[src/rtl/nvic_pkg.sv]
// Shared types and constants for the NVIC interrupt sequencer.
// Imported by the sequencer top and its NVIC port mux.
package nvic_pkg;

  typedef enum logic [2:0] {
    IDLE,
    WAIT,
    READ,
    CLEAR,
    VECTOR,
    ACTIVE
  } state_e;

  localparam logic [1:0] NVIC_EN_ADDR   = 2'b00;
  localparam logic [1:0] NVIC_FLAG_ADDR = 2'b01;

  // Bits 15:12 and 0 have no flag behind them; never write them back as 1.
  localparam logic [15:0] FLAG_KEEP = 16'h0FFE;

  function automatic logic [15:0] flag_clear(
    input logic [15:0] snap,
    input logic [3:0]  code
  );
    return snap & ~(16'h0001 << code) & FLAG_KEEP;
  endfunction

endpackage

[src/rtl/nvic_port_mux.sv]
// Two-way select of the single NVIC port between the core bus
// and the sequencer's flag read-modify-write.
module nvic_port_mux
  import nvic_pkg::*;
(
  input  state_e      i_state,
  input  logic [15:0] i_seqDataOut,
  input  logic [1:0]  i_busAddr,
  input  logic [15:0] i_busDataIn,
  input  logic        i_busWrEn,
  output logic [1:0]  o_nvicAddr,
  output logic [15:0] o_nvicDataOut,
  output logic        o_nvicWrEn
);

  always_comb begin
    o_nvicAddr    = i_busAddr;
    o_nvicDataOut = i_busDataIn;
    o_nvicWrEn    = i_busWrEn;
    unique case (i_state)
      READ: begin
        o_nvicAddr    = NVIC_FLAG_ADDR;
        o_nvicDataOut = i_seqDataOut;
        o_nvicWrEn    = 1'b0;
      end
      CLEAR: begin
        o_nvicAddr    = NVIC_FLAG_ADDR;
        o_nvicDataOut = i_seqDataOut;
        o_nvicWrEn    = 1'b1;
      end
      default: ;
    endcase
  end

endmodule

[src/rtl/nvic_sequencer.sv]
// Interrupt entry/return sequencer between the NVIC and the core:
// stall, flag clear by read-modify-write, vector redirect, return.
module nvic_sequencer
  import nvic_pkg::*;
#(
  parameter logic [15:0] VEC_BASE  = 16'h0010,
  parameter int unsigned VEC_SHIFT = 2
) (
  input  logic        i_clk,
  input  logic        i_rst,
  input  logic [3:0]  i_intCode,
  input  logic        i_intEn,
  input  logic        i_intMask,
  input  logic        i_coreIdle,
  input  logic [15:0] i_pc,
  input  logic        i_rti,
  output logic        o_stall,
  output logic        o_jumpEn,
  output logic [15:0] o_jumpAddr,
  output logic        o_inIsr,
  input  logic [1:0]  i_busAddr,
  input  logic [15:0] i_busDataIn,
  input  logic        i_busWrEn,
  output logic [15:0] o_busDataOut,
  output logic [1:0]  o_nvicAddr,
  output logic [15:0] o_nvicDataOut,
  output logic        o_nvicWrEn,
  input  logic [15:0] i_nvicDataIn
);

  state_e      state_q, state_d;
  logic [3:0]  code_q, code_d;
  logic [15:0] savedPc_q, savedPc_d;
  logic [15:0] flagSnap_q, flagSnap_d;
  logic [15:0] vecAddr;

  assign vecAddr = VEC_BASE + (16'(code_q) << VEC_SHIFT);

  always_ff @(posedge i_clk) begin
    if (i_rst) begin
      state_q    <= IDLE;
      code_q     <= '0;
      savedPc_q  <= '0;
      flagSnap_q <= '0;
    end else begin
      state_q    <= state_d;
      code_q     <= code_d;
      savedPc_q  <= savedPc_d;
      flagSnap_q <= flagSnap_d;
    end
  end

  always_comb begin
    state_d    = state_q;
    code_d     = code_q;
    savedPc_d  = savedPc_q;
    flagSnap_d = flagSnap_q;
    o_stall    = 1'b0;
    o_jumpEn   = 1'b0;
    o_jumpAddr = '0;
    o_inIsr    = 1'b0;
    unique case (state_q)
      IDLE: begin
        if (i_intEn && !i_intMask) state_d = WAIT;
      end
      WAIT: begin
        o_stall = 1'b1;
        if (!i_intEn) begin
          state_d = IDLE;
        end else if (i_coreIdle) begin
          code_d    = i_intCode;
          savedPc_d = i_pc;
          state_d   = READ;
        end
      end
      READ: begin
        o_stall    = 1'b1;
        flagSnap_d = i_nvicDataIn;
        state_d    = CLEAR;
      end
      CLEAR: begin
        o_stall = 1'b1;
        state_d = VECTOR;
      end
      VECTOR: begin
        o_stall    = 1'b1;
        o_jumpEn   = 1'b1;
        o_jumpAddr = vecAddr;
        state_d    = ACTIVE;
      end
      ACTIVE: begin
        // No nesting: requests wait until the handler returns.
        o_inIsr = 1'b1;
        if (i_rti) begin
          o_jumpEn   = 1'b1;
          o_jumpAddr = savedPc_q;
          state_d    = IDLE;
        end
      end
      default: state_d = IDLE;
    endcase
  end

  assign o_busDataOut = i_nvicDataIn;

  nvic_port_mux u_mux (
    .i_state      (state_q),
    .i_seqDataOut (flag_clear(flagSnap_q, code_q)),
    .i_busAddr    (i_busAddr),
    .i_busDataIn  (i_busDataIn),
    .i_busWrEn    (i_busWrEn),
    .o_nvicAddr   (o_nvicAddr),
    .o_nvicDataOut(o_nvicDataOut),
    .o_nvicWrEn   (o_nvicWrEn)
  );

endmodule

[config.mk]
export PLATFORM = sky130hd
export DESIGN_NAME = nvic_sequencer
export DESIGN_NICKNAME = d
export VERILOG_FILES = /design/src/rtl/nvic_pkg.sv /design/src/rtl/nvic_port_mux.sv /design/src/rtl/nvic_sequencer.sv
export SDC_FILE = /design/constraint.sdc
export NUM_CORES = 1
export LEC_CHECK = 0
export BUFFER_PORTS_ARGS = -buffer_cell sky130_fd_sc_hd__buf_2
export CORE_MARGIN = 2
export CORE_UTILIZATION = 45
export DETAILED_ROUTE_END_ITERATION = 6
export GPL_TIMING_DRIVEN = 1
export PLACE_DENSITY = 0.81
export SLEW_MARGIN = 30
export SYNTH_ARGS = -nofsm -noshare
export SYNTH_HDL_FRONTEND = slang
export SYNTH_SLANG_ARGS = --single-unit
[constraint.sdc]
create_clock -name i_clk -period 2 [get_ports i_clk]
set_input_delay 0.3 -clock i_clk [delete_from_list [all_inputs] [get_ports i_clk]]
set_output_delay 0.3 -clock i_clk [all_outputs]
set_load 0.02 [all_outputs]
==> results of run 1 <==
metal layers:
layer | wire length (um) | share of wire [%] | up-vias | GRT usage [%]
met5 | 0 | 0 | - | 0
met4 | 36 | 0.77 | 0 | 7.13
met3 | 360 | 7.7 | 4 | 5.49
met2 | 2340 | 50 | 76 | 33.5
li1 | - | - | 980 | -
met1 | 1960 | 42 | 823 | 21.6
timing repair:
action                     4_1_cts  5_1_grt
resized for setup                1        3
hold endpoints to repair         0        0
setup endpoints to repair       16       16
power breakdown:
group / switching (uW) / leakage [uW] / internal, uW / total (uW)
Clock: 228 / 0.0000383 / 239 / 467
Sequential: 13.1 / 0.000276 / 689 / 702
Combinational: 135 / 0.000822 / 113 / 248
registers in the layout, indices dropped and copies added (netlist names):
signal,cells
savedPc_q,16
flagSnap_q,11
code_q,4
state_q,3
stage by stage:
| step | std cells | total power [uW] | setup WS [ns] |
|---|---|---|---|
| 2_1_floorplan | 251 | 889 | 0.490 |
| 6_report | 386 | 1420 | 0.147 |
| 4_1_cts | 386 | 1440 | 0.0673 |
| 3_3_place_gp | 379 | 964 | 0.350 |
| 3_5_place_dp | 379 | 968 | 0.299 |
| 5_1_grt | 386 | 1490 | 0.0239 |
worst min-delay path, delay by kind of cell:
family / cells / cell delay, ns
compound gates: 1 / 0.05
buf+inv: 1 / 0.10
simple gates: 1 / 0.05
cells in the final DEF, fill, tap and decap left out:
cell        n
buf_2     104
nand2b_1   47
dfxtp_1    31
nand2_1    26
o21ai_1    22
mux2i_1    20
and2_1     18
a21oi_1    14
o21ai_0     7
o31ai_1     5
a22o_1      5
clkbuf_8    5
buf_4       5
inv_1       3
nor2_1      2
clkbuf_1    2
dfxtp_2     2
nor2b_4     1
and3_1      1
nor2b_1     1
or2_1       1
nor3b_2     1
xnor2_1     1
nand3_1     1
nor3_2      1
a31oi_1     1
o311a_1     1
nand3b_1    1
mux2_1      1
nor3_1      1
ha_1        1
buf_12      1
dfxtp_4     1
area by class of cell:
cell class,instances,area share (%)
multi-input combinational,180,44.4
sequential,34,27.0
timing repair buffer,110,22.7
clock buffer,7,3.00
tap,52,2.55
inverter,3,0.442
path summary, 6_finish.rpt:
kind	start	end	cells after the start	slack (ns)
max	state_q[2]$_SDFFE_PP0P_	o_jumpAddr[2]	5	0.15
min	i_nvicDataIn[3]	flagSnap_q[3]$_SDFFE_PP0P_	3	0.26
max reg2reg	state_q[0]$_SDFFE_PP0P_	savedPc_q[10]$_SDFFE_PP0P_	4	0.61
min reg2reg	savedPc_q[2]$_SDFFE_PP0P_	savedPc_q[2]$_SDFFE_PP0P_	2	0.47
logic make-up (layout without fill, tap and decap cells):
logic type / after synthesis / in the layout / synth area share [%]
and+or+nand+nor: 102 / 102 / 28.4
AOI/OAI and AO/OA: 55 / 55 / 15.3
buffers and inverters: 37 / 120 / 11.4
DFF: 34 / 34 / 33.4
muxes: 21 / 21 / 10.4
adders and majority gates: 1 / 1 / 0.614
xor gates and xnor gates: 1 / 1 / 0.430
==> impl_results.md, run 1 <==
* Final setup fails at 0
* Flip-flop and latch area at 687 sq um
* Die width at 71.3 um
* Max_slew headroom at 52.1%
* Reg clk slew, reported paths at 0.07 ns
* Htree depth at 2
* Most common cell in the netlist: nand2b_1
* Synth Instances at 251
* Post-Route WL at 4700 um
* Crit path max-delay family: flip-flops
* CP Buf/Inv Count at 2
* Dominant cell type by area after synthesis: dfxtp_1
* Endpoint type of the worst setup path: primary output
* Crit path time final at 1.85 ns
* Vias in the first global route at 1724
* Critical path's slowest cell: dfxtp_4
* N_diodes at 0
* Hold Vio Cnt, Final at 0
* EDFF count, synth at 0
* # port buffers at 104
* Setup TNS at 0 ns
* Layout Nets at 396
* Syn_area_per_cell at 8.12 sq um
* Outcome: complete, no violations
* Clock latency on the worst-skew pair at 0.28 ns
* Max-cap violations at 0
* Final period utilization at 92.6%
* Share of post-route cells with drive strength above 1 at 36.2%
* Root buffer cell: clkbuf_8
* CTS buffer count at 5
* Initial DRC count at 106
* Starting Density at 46.8%
* Arr. time, crit path at 1.55 ns
* Via count at 1883
* Register area share after synthesis at 33.4%
* Startpoint types: register
* Area of the multi-input gates at 1130 sq um
* Die ar. at 5080 sq um
* RSZ-0062 raised after global routing: false
* Largest net degree at the start of global routing at 55
* Synth top area cells: dfxtp_1, nand2b_1, mux2i_1
* Critical path class: reg2out
* Fin area at 2550 sq um
* Post-placement cell area at 2460 sq um
* Synthesized flop and latch total at 34
* Final GP Congestion at 0.779
* Worst Hold Class: in2reg
* Yosys Warn Count at 0
* Achievable Freq at 540 MHz
* Hold-fix buffers, CTS at 0
* Worst path max stage delay at 0.38 ns
* Die H at 71.3 um
* Worst VDD drop at 285 uV
* Syn Std Cell Area at 2040 sq um
* Post-DP HPWL at 3460 um
* Gr usage total at 19.0%
* Post-synth top area share at 33.4%
* Data required, critical path at 1.70 ns
* ANT nets after route at 0
* First drt pass iteration count at 4
* Crit Path Max Fanout at 17
* Final core occ at 58.5%
* Worst Max-Slew Pin Slew at 0.719 ns
* DR WL/cell at 12.2 um
* Top post-synthesis cells by count: nand2b_1, dfxtp_1, nand2_1
* Rows at 24
* Gr ovfl total at 0
* Vias per inst at 4.88
* Post-synthesis async set-or-reset flop share at 0%
* Cell Pwr Density at 556 nW/um^2
* Initial antenna violation count at 0
* Worst Skew at 0.00477 ns
* Post-Syn Nets at 313
* Slew Viols, Final at 0
* Main synth FF type: dfxtp_1
* Bufs on Longest Clock Path at 2
* Fill count at 420
* Leak at 0.00114 uW
* First-pass GRT wire length at 7610 um
* Area grow syn2layout at 25.0%
* Cells along the critical path: nor2b_4, and3_1, buf_4, a22o_1, buf_2
* Yosys cell types at 29
* CORE AREA at 4350 sq um
* Setup bufs post-CTS at 0
* # IOs at 115
* CTS tree: done
* Total clock sinks at 34
* Final Hold Slack at 0.261 ns
* DR DRC count at 0
No activity file was read; power rests on OpenSTA's default activity.
==> run 2, diff against run 1 <==
- BUFFER_PORTS_ARGS: -buffer_cell sky130_fd_sc_hd__buf_2 -> -buffer_cell sky130_fd_sc_hd__buf_4
==> run 2 against run 1 <==
Setup slack got worse by 0.00098 ns; non-clock buffer count is the same; power up 8.0%; clock skew is 0.0020 ns lower; register-to-register slack lost 0.20 ns; global-route usage up 1.1 points; utilization rose by 6.3 points; die area stayed put; critical path depth did not move; fmax about the same; sequential power decreased by 0.6%; largest power group unchanged.
==> impl_results.md, run 2 (same netlist as run 1, synthesis figures left out) <==
* Outcome: complete, no violations
* Max_slew headroom at 72.1%
* Area grow syn2layout at 38.4%
* Vias in the first global route at 1812
* Worst Skew at 0.00274 ns
* Max reg flops at 16
* # IOs at 115
* Worst Max-Slew Pin Slew at 0.418 ns
* Placed instance count at 379
* Hold-fix buffers, CTS at 0
* Gr usage total at 20.1%
* Final period utilization at 92.7%
* Worst r2r dst: code_q[1]$_SDFFE_PP0P_
* Rows at 24
* First-pass GRT wire length at 8090 um
* Setup TNS at 0 ns
* Worst VDD drop at 338 uV
* DR DRC count at 0
* Bufs on Longest Clock Path at 2
* Data required, critical path at 1.70 ns
* Met3 Use GR at 5.91%
* Share of post-route cells with drive strength above 1 at 36.4%
* Crit Path Max Fanout at 17
* Critical path class: reg2out
* Htree depth at 2
* Post-DP HPWL at 3700 um
* Via count at 1961
* Starting Density at 46.8%
* Initial antenna violation count at 0
* Crit path time final at 1.85 ns
* First drt pass iteration count at 4
* # port buffers at 104
* Cell Pwr Density at 543 nW/um^2
* Vias per inst at 5.07
* CORE AREA at 4350 sq um
* Leak at 0.00122 uW
* Max-cap violations at 0
* Hold Path Cell Cnt at 3
* Endpoint type of the worst setup path: primary output
* Hold Vio Cnt, Final at 0
* FF-to-FF Start: state_q[0]$_SDFFE_PP0P_
* Achievable Freq at 539 MHz
* Gr ovfl total at 0
* Startpoint types: register
* CTS tree: done
* Clock latency on the worst-skew pair at 0.29 ns
* Grt met2 use at 33.5%
* Slew Viols, Final at 0
* Met1 Usage GRT at 23.3%
* Largest net degree at the start of global routing at 55
* Worst Hold Class: in2reg
* Reg2reg setup slack at 0.41 ns
* Layout Nets at 396
* N_diodes at 0
* Reg2reg path depth at 5
* Die width at 71.3 um
* ANT nets after route at 0
* Arr. time, crit path at 1.55 ns
* Worst hold path endpoint: flagSnap_q[11]$_SDFFE_PP0P_
* CTS buffer count at 5
* Die H at 71.3 um
* Reg clk slew, reported paths at 0.07 ns
* Final setup fails at 0
* DR WL/cell at 13.0 um
* Final core occ at 64.8%
* Initial DRC count at 80
* Worst Setup SP: state_q[2]$_SDFFE_PP0P_
* Die ar. at 5080 sq um
* Largest register by flop count: savedPc_q
* Post-Route WL at 5050 um
* Root buffer cell: clkbuf_8
* RSZ-0062 raised after global routing: false
* Most Used Layer, Global Route: met2
* Final GP Congestion at 0.765
* Post-Layout Cell Count at 387
* Hold_sp: i_nvicDataIn[11]
* Total clock sinks at 34
* Most frequent cells in the layout: buf_4, nand2b_1, dfxtp_1
* Top flop regs: savedPc_q: 16 flops, flagSnap_q: 11 flops, code_q: 4 flops
* Commonest non-fill, non-tap cell in the layout: buf_4
run 2: changes by cell type in the layout (fill, tap and decap cells not counted):
cell / before / now
clkbuf_1: 2 / 1
dfxtp_1: 31 / 32
dfxtp_2: 2 / 1
buf_2: 104 / 0
clkinv_2: 0 / 1
buf_4: 5 / 109
clkbuf_8: 5 / 6
run 2: metrics by stage:
stage	power [uW]	instance area [sq um]	hold slack, ns	setup WS (ns)
3_5_place_dp	1020	2730	0.465	0.302
3_3_place_gp	1020	2730	0.457	0.351
6_report	1530	2820	0.263	0.146
2_1_floorplan	889	2040	0.436	0.490
4_1_cts	1550	2820	0.261	0.0589
5_1_grt	1600	2820	0.259	0.0426
run 2: final cells by class:
type | instances | area [sq um]
fill | 399 | 1530
multi-input combinational | 180 | 1130
timing repair buffer | 110 | 838
sequential | 34 | 686
clock buffer | 7 | 86.3
tap | 52 | 65.1
inverter | 3 | 11.3
clock inverter | 1 | 5.00
run 2: critical path, stage by stage (launching register included):
cell and delay, ns:
dfxtp_4 0.38, nor2b_4 0.14, and3_1 0.17, buf_4 0.18
a22o_1 0.24, buf_4 0.15
run 2: worst max path at each step:
| stage | to | depth (start not counted) |
|---|---|---|
| after detailed placement | o_jumpAddr[4] | 5 |
| after CTS | o_jumpAddr[4] | 5 |
| after global routing | o_jumpAddr[4] | 5 |
| after global placement | o_jumpAddr[3] | 5 |
| final | o_jumpAddr[4] | 5 |
| after floorplan | o_nvicWrEn | 4 |
run 2: routing by layer:
layer | vias up | part of all wire [%]
met2 | 77 | 49
met4 | 0 | 2.4
li1 | 984 | -
met5 | - | 0
met3 | 13 | 8.0
met1 | 887 | 41
run 2: power by group:
group | internal, uW | switching (uW) | total, uW | leakage [uW]
registers | 688 | 10.2 | 698 | 0.000276
clock network | 278 | 250 | 527 | 0.0000482
logic | 164 | 141 | 305 | 0.000893
total | 1130 | 401 | 1530 | 0.00122
run 2: timing repair:
item / 4_1_cts / 5_1_grt
setup endpoints to repair: 6 / 6
setup buffers: 0 / 0
pin swaps: 0 / 0
resized for setup: 1 / 2
==> run 3, diff against run 2 <==
- CAP_MARGIN: unset -> 30
- CORE_UTILIZATION: 45 -> 40
- PLACE_DENSITY: 0.81 -> 0.77
- clock period: 2 -> 1.6 ns (I/O delays scaled with it)
==> run 3 against run 2 <==
The run now ends with setup timing left; routed wire length increased by 37%; clock-buffer cell count unchanged; final cell count increased by 8.0%; largest power group unchanged.
==> impl_results.md, run 3 (same netlist as run 1, synthesis figures left out) <==
* Achievable Freq at 584 MHz
* Crit path time final at 1.71 ns
* Share of post-route cells with drive strength above 1 at 51.9%
* Via count at 2197
* Most common cell type on the critical path: buf_6
* Total clock sinks at 34
* Initial antenna violation count at 0
* Largest net degree at the start of global routing at 55
* CP Buf/Inv Count at 3
* # port buffers at 104
* Hold Vio Cnt, Final at 0
* Reg clk slew, reported paths at 0.07 ns
* Tot Pwr at 2150 uW
* Post-Route WL at 6920 um
* Crit Path Max Fanout at 7
* Data required, critical path at 1.36 ns
* Comb pwr share at 23.3%
* Rows at 25
* Slew Viols, Final at 0
* Starting Density at 42.3%
* N_diodes at 0
* Clock power frac at 35.9%
* Vias per inst at 5.26
* Failing checks: setup timing
* Switching Share at 25.4%
* Worst Skew at 0.00448 ns
* Root buffer cell: clkbuf_8
* Clock latency on the worst-skew pair at 0.28 ns
* NetSw at 547 uW
* Final Hold Slack at 0.215 ns
* First-pass GRT wire length at 8500 um
* Max reg flops at 16
* Arr. time, crit path at 1.47 ns
* First drt pass iteration count at 4
* Crit path max-delay family: buffers and inverters
* Most frequent cells in the layout: buf_4, nand2b_1, buf_6
* Die ar. at 5680 sq um
* Endpoint type of the worst setup path: primary output
* Final WS setup at -0.111 ns
* Htree depth at 2
* DR DRC count at 0
* Initial DRC count at 162
* Max_slew headroom at 72.2%
* Layout Nets at 412
* Die width at 75.4 um
* Area grow syn2layout at 68.4%
* RSZ-0062 raised after global routing: true
* Post-DP HPWL at 3880 um
* Vias in the first global route at 1824
* Cell Pwr Density at 626 nW/um^2
* Worst Max-Slew Pin Slew at 0.418 ns
* P_int at 1600 uW
* Outcome: complete, but fails checks
* Cells along the critical path: buf_6, nand2b_4, clkbuf_16, o21ai_4, buf_6
* Pre-CTS setup slack at 0.171 ns
* Largest register by flop count: savedPc_q
* Final GP Congestion at 0.815
* Gr ovfl total at 0
* Top flop regs: savedPc_q: 16 flops, flagSnap_q: 11 flops, code_q: 4 flops
* # IOs at 115
* Worst path max stage delay at 0.33 ns
* Sequential share of power at 40.9%
* Hold-fix buffers, CTS at 0
* Max-cap violations at 0
* CORE AREA at 4820 sq um
* Final setup fails at 36
* Die H at 75.4 um
* CTS tree: done
* CTS buffer count at 5
* Commonest non-fill, non-tap cell in the layout: buf_4
* Final period utilization at 107%
* Worst Hold Class: in2reg
* Gr usage total at 19.7%
* Critical path class: reg2out
* Bufs on Longest Clock Path at 2
* Startpoint types: register
* Worst VDD drop at 515 uV
* ANT nets after route at 0
* DR WL/cell at 16.6 um
* Leak at 0.00145 uW
* Fill count at 374
* Critical path's slowest cell: dfxtp_2
-- run 3: changes by cell type in the layout (fill, tap and decap cells not counted), sizes merged --
| cell | before | now |
|---|---|---|
| and3 | 1 | 2 |
| buf | 110 | 121 |
| clkbuf | 7 | 11 |
| bufinv | 0 | 1 |
| clkinv | 1 | 0 |
-- run 3: repair_timing --
action                                  in CTS  in global routing
gates cloned                                 2                  5
pin swaps                                    7                 22
buffers inserted                             0                  6
endpoints found under the setup margin      36                 36
gates resized for setup                     43                 55
-- run 3: power groups by stage --
| stage | Combinational [uW] | Clock (uW) | Sequential (uW) |
|---|---|---|---|
| floorplan | 221 | 0 | 890 |
| global placement | 390 | 0 | 893 |
| detailed placement | 395 | 0 | 893 |
| CTS | 433 | 776 | 875 |
| global route | 530 | 807 | 880 |
| finish | 500 | 771 | 879 |
-- run 3: layout make-up --
cell class,count,area [sq um],area share [%]
timing repair buffer,125,1200,35.0
clock inverter,1,30.0,0.875
clock buffer,7,76.3,2.22
sequential,34,689,20.1
multi-input combinational,181,1340,39.1
inverter,3,11.3,0.328
tap,67,83.8,2.44
-- run 3: worst min-delay path: stages --
cell and delay [ns]:
buf_4 0.11, nand2_1 0.05, a21oi_1 0.05
-- run 3: final timing paths --
path	start	end	slack, ns	depth (start not counted)
hold / removal	i_nvicDataIn[5]	flagSnap_q[5]$_SDFFE_PP0P_	0.21	3
hold reg to reg	savedPc_q[7]$_SDFFE_PP0P_	savedPc_q[7]$_SDFFE_PP0P_	0.47	2
setup / recovery	state_q[2]$_SDFFE_PP0P_	o_nvicDataOut[8]	-0.11	5
setup reg to reg	state_q[2]$_SDFFE_PP0P_	flagSnap_q[7]$_SDFFE_PP0P_	-0.01	6
-- run 3: per-stage QoR --
stage          std cells  setup TNS, ns  utilization [%]  cell area, sq um
2_1_floorplan        251              0                -              2040
3_3_place_gp         398              0             58.1              2800
3_5_place_dp         398              0             58.1              2800
4_1_cts              407          -1.43             63.7              3070
5_1_grt              418          -4.01             71.3              3430
6_report             418          -2.04             71.3              3430
-- run 3: routing by layer --
layer  vias up  GRT usage (%)  wire, um
li1       1021              -         -
met1      1066           25.3      2690
met2        92           32.4      3640
met3        18           3.57       404
met4         0           8.58       193
met5         -              0         0
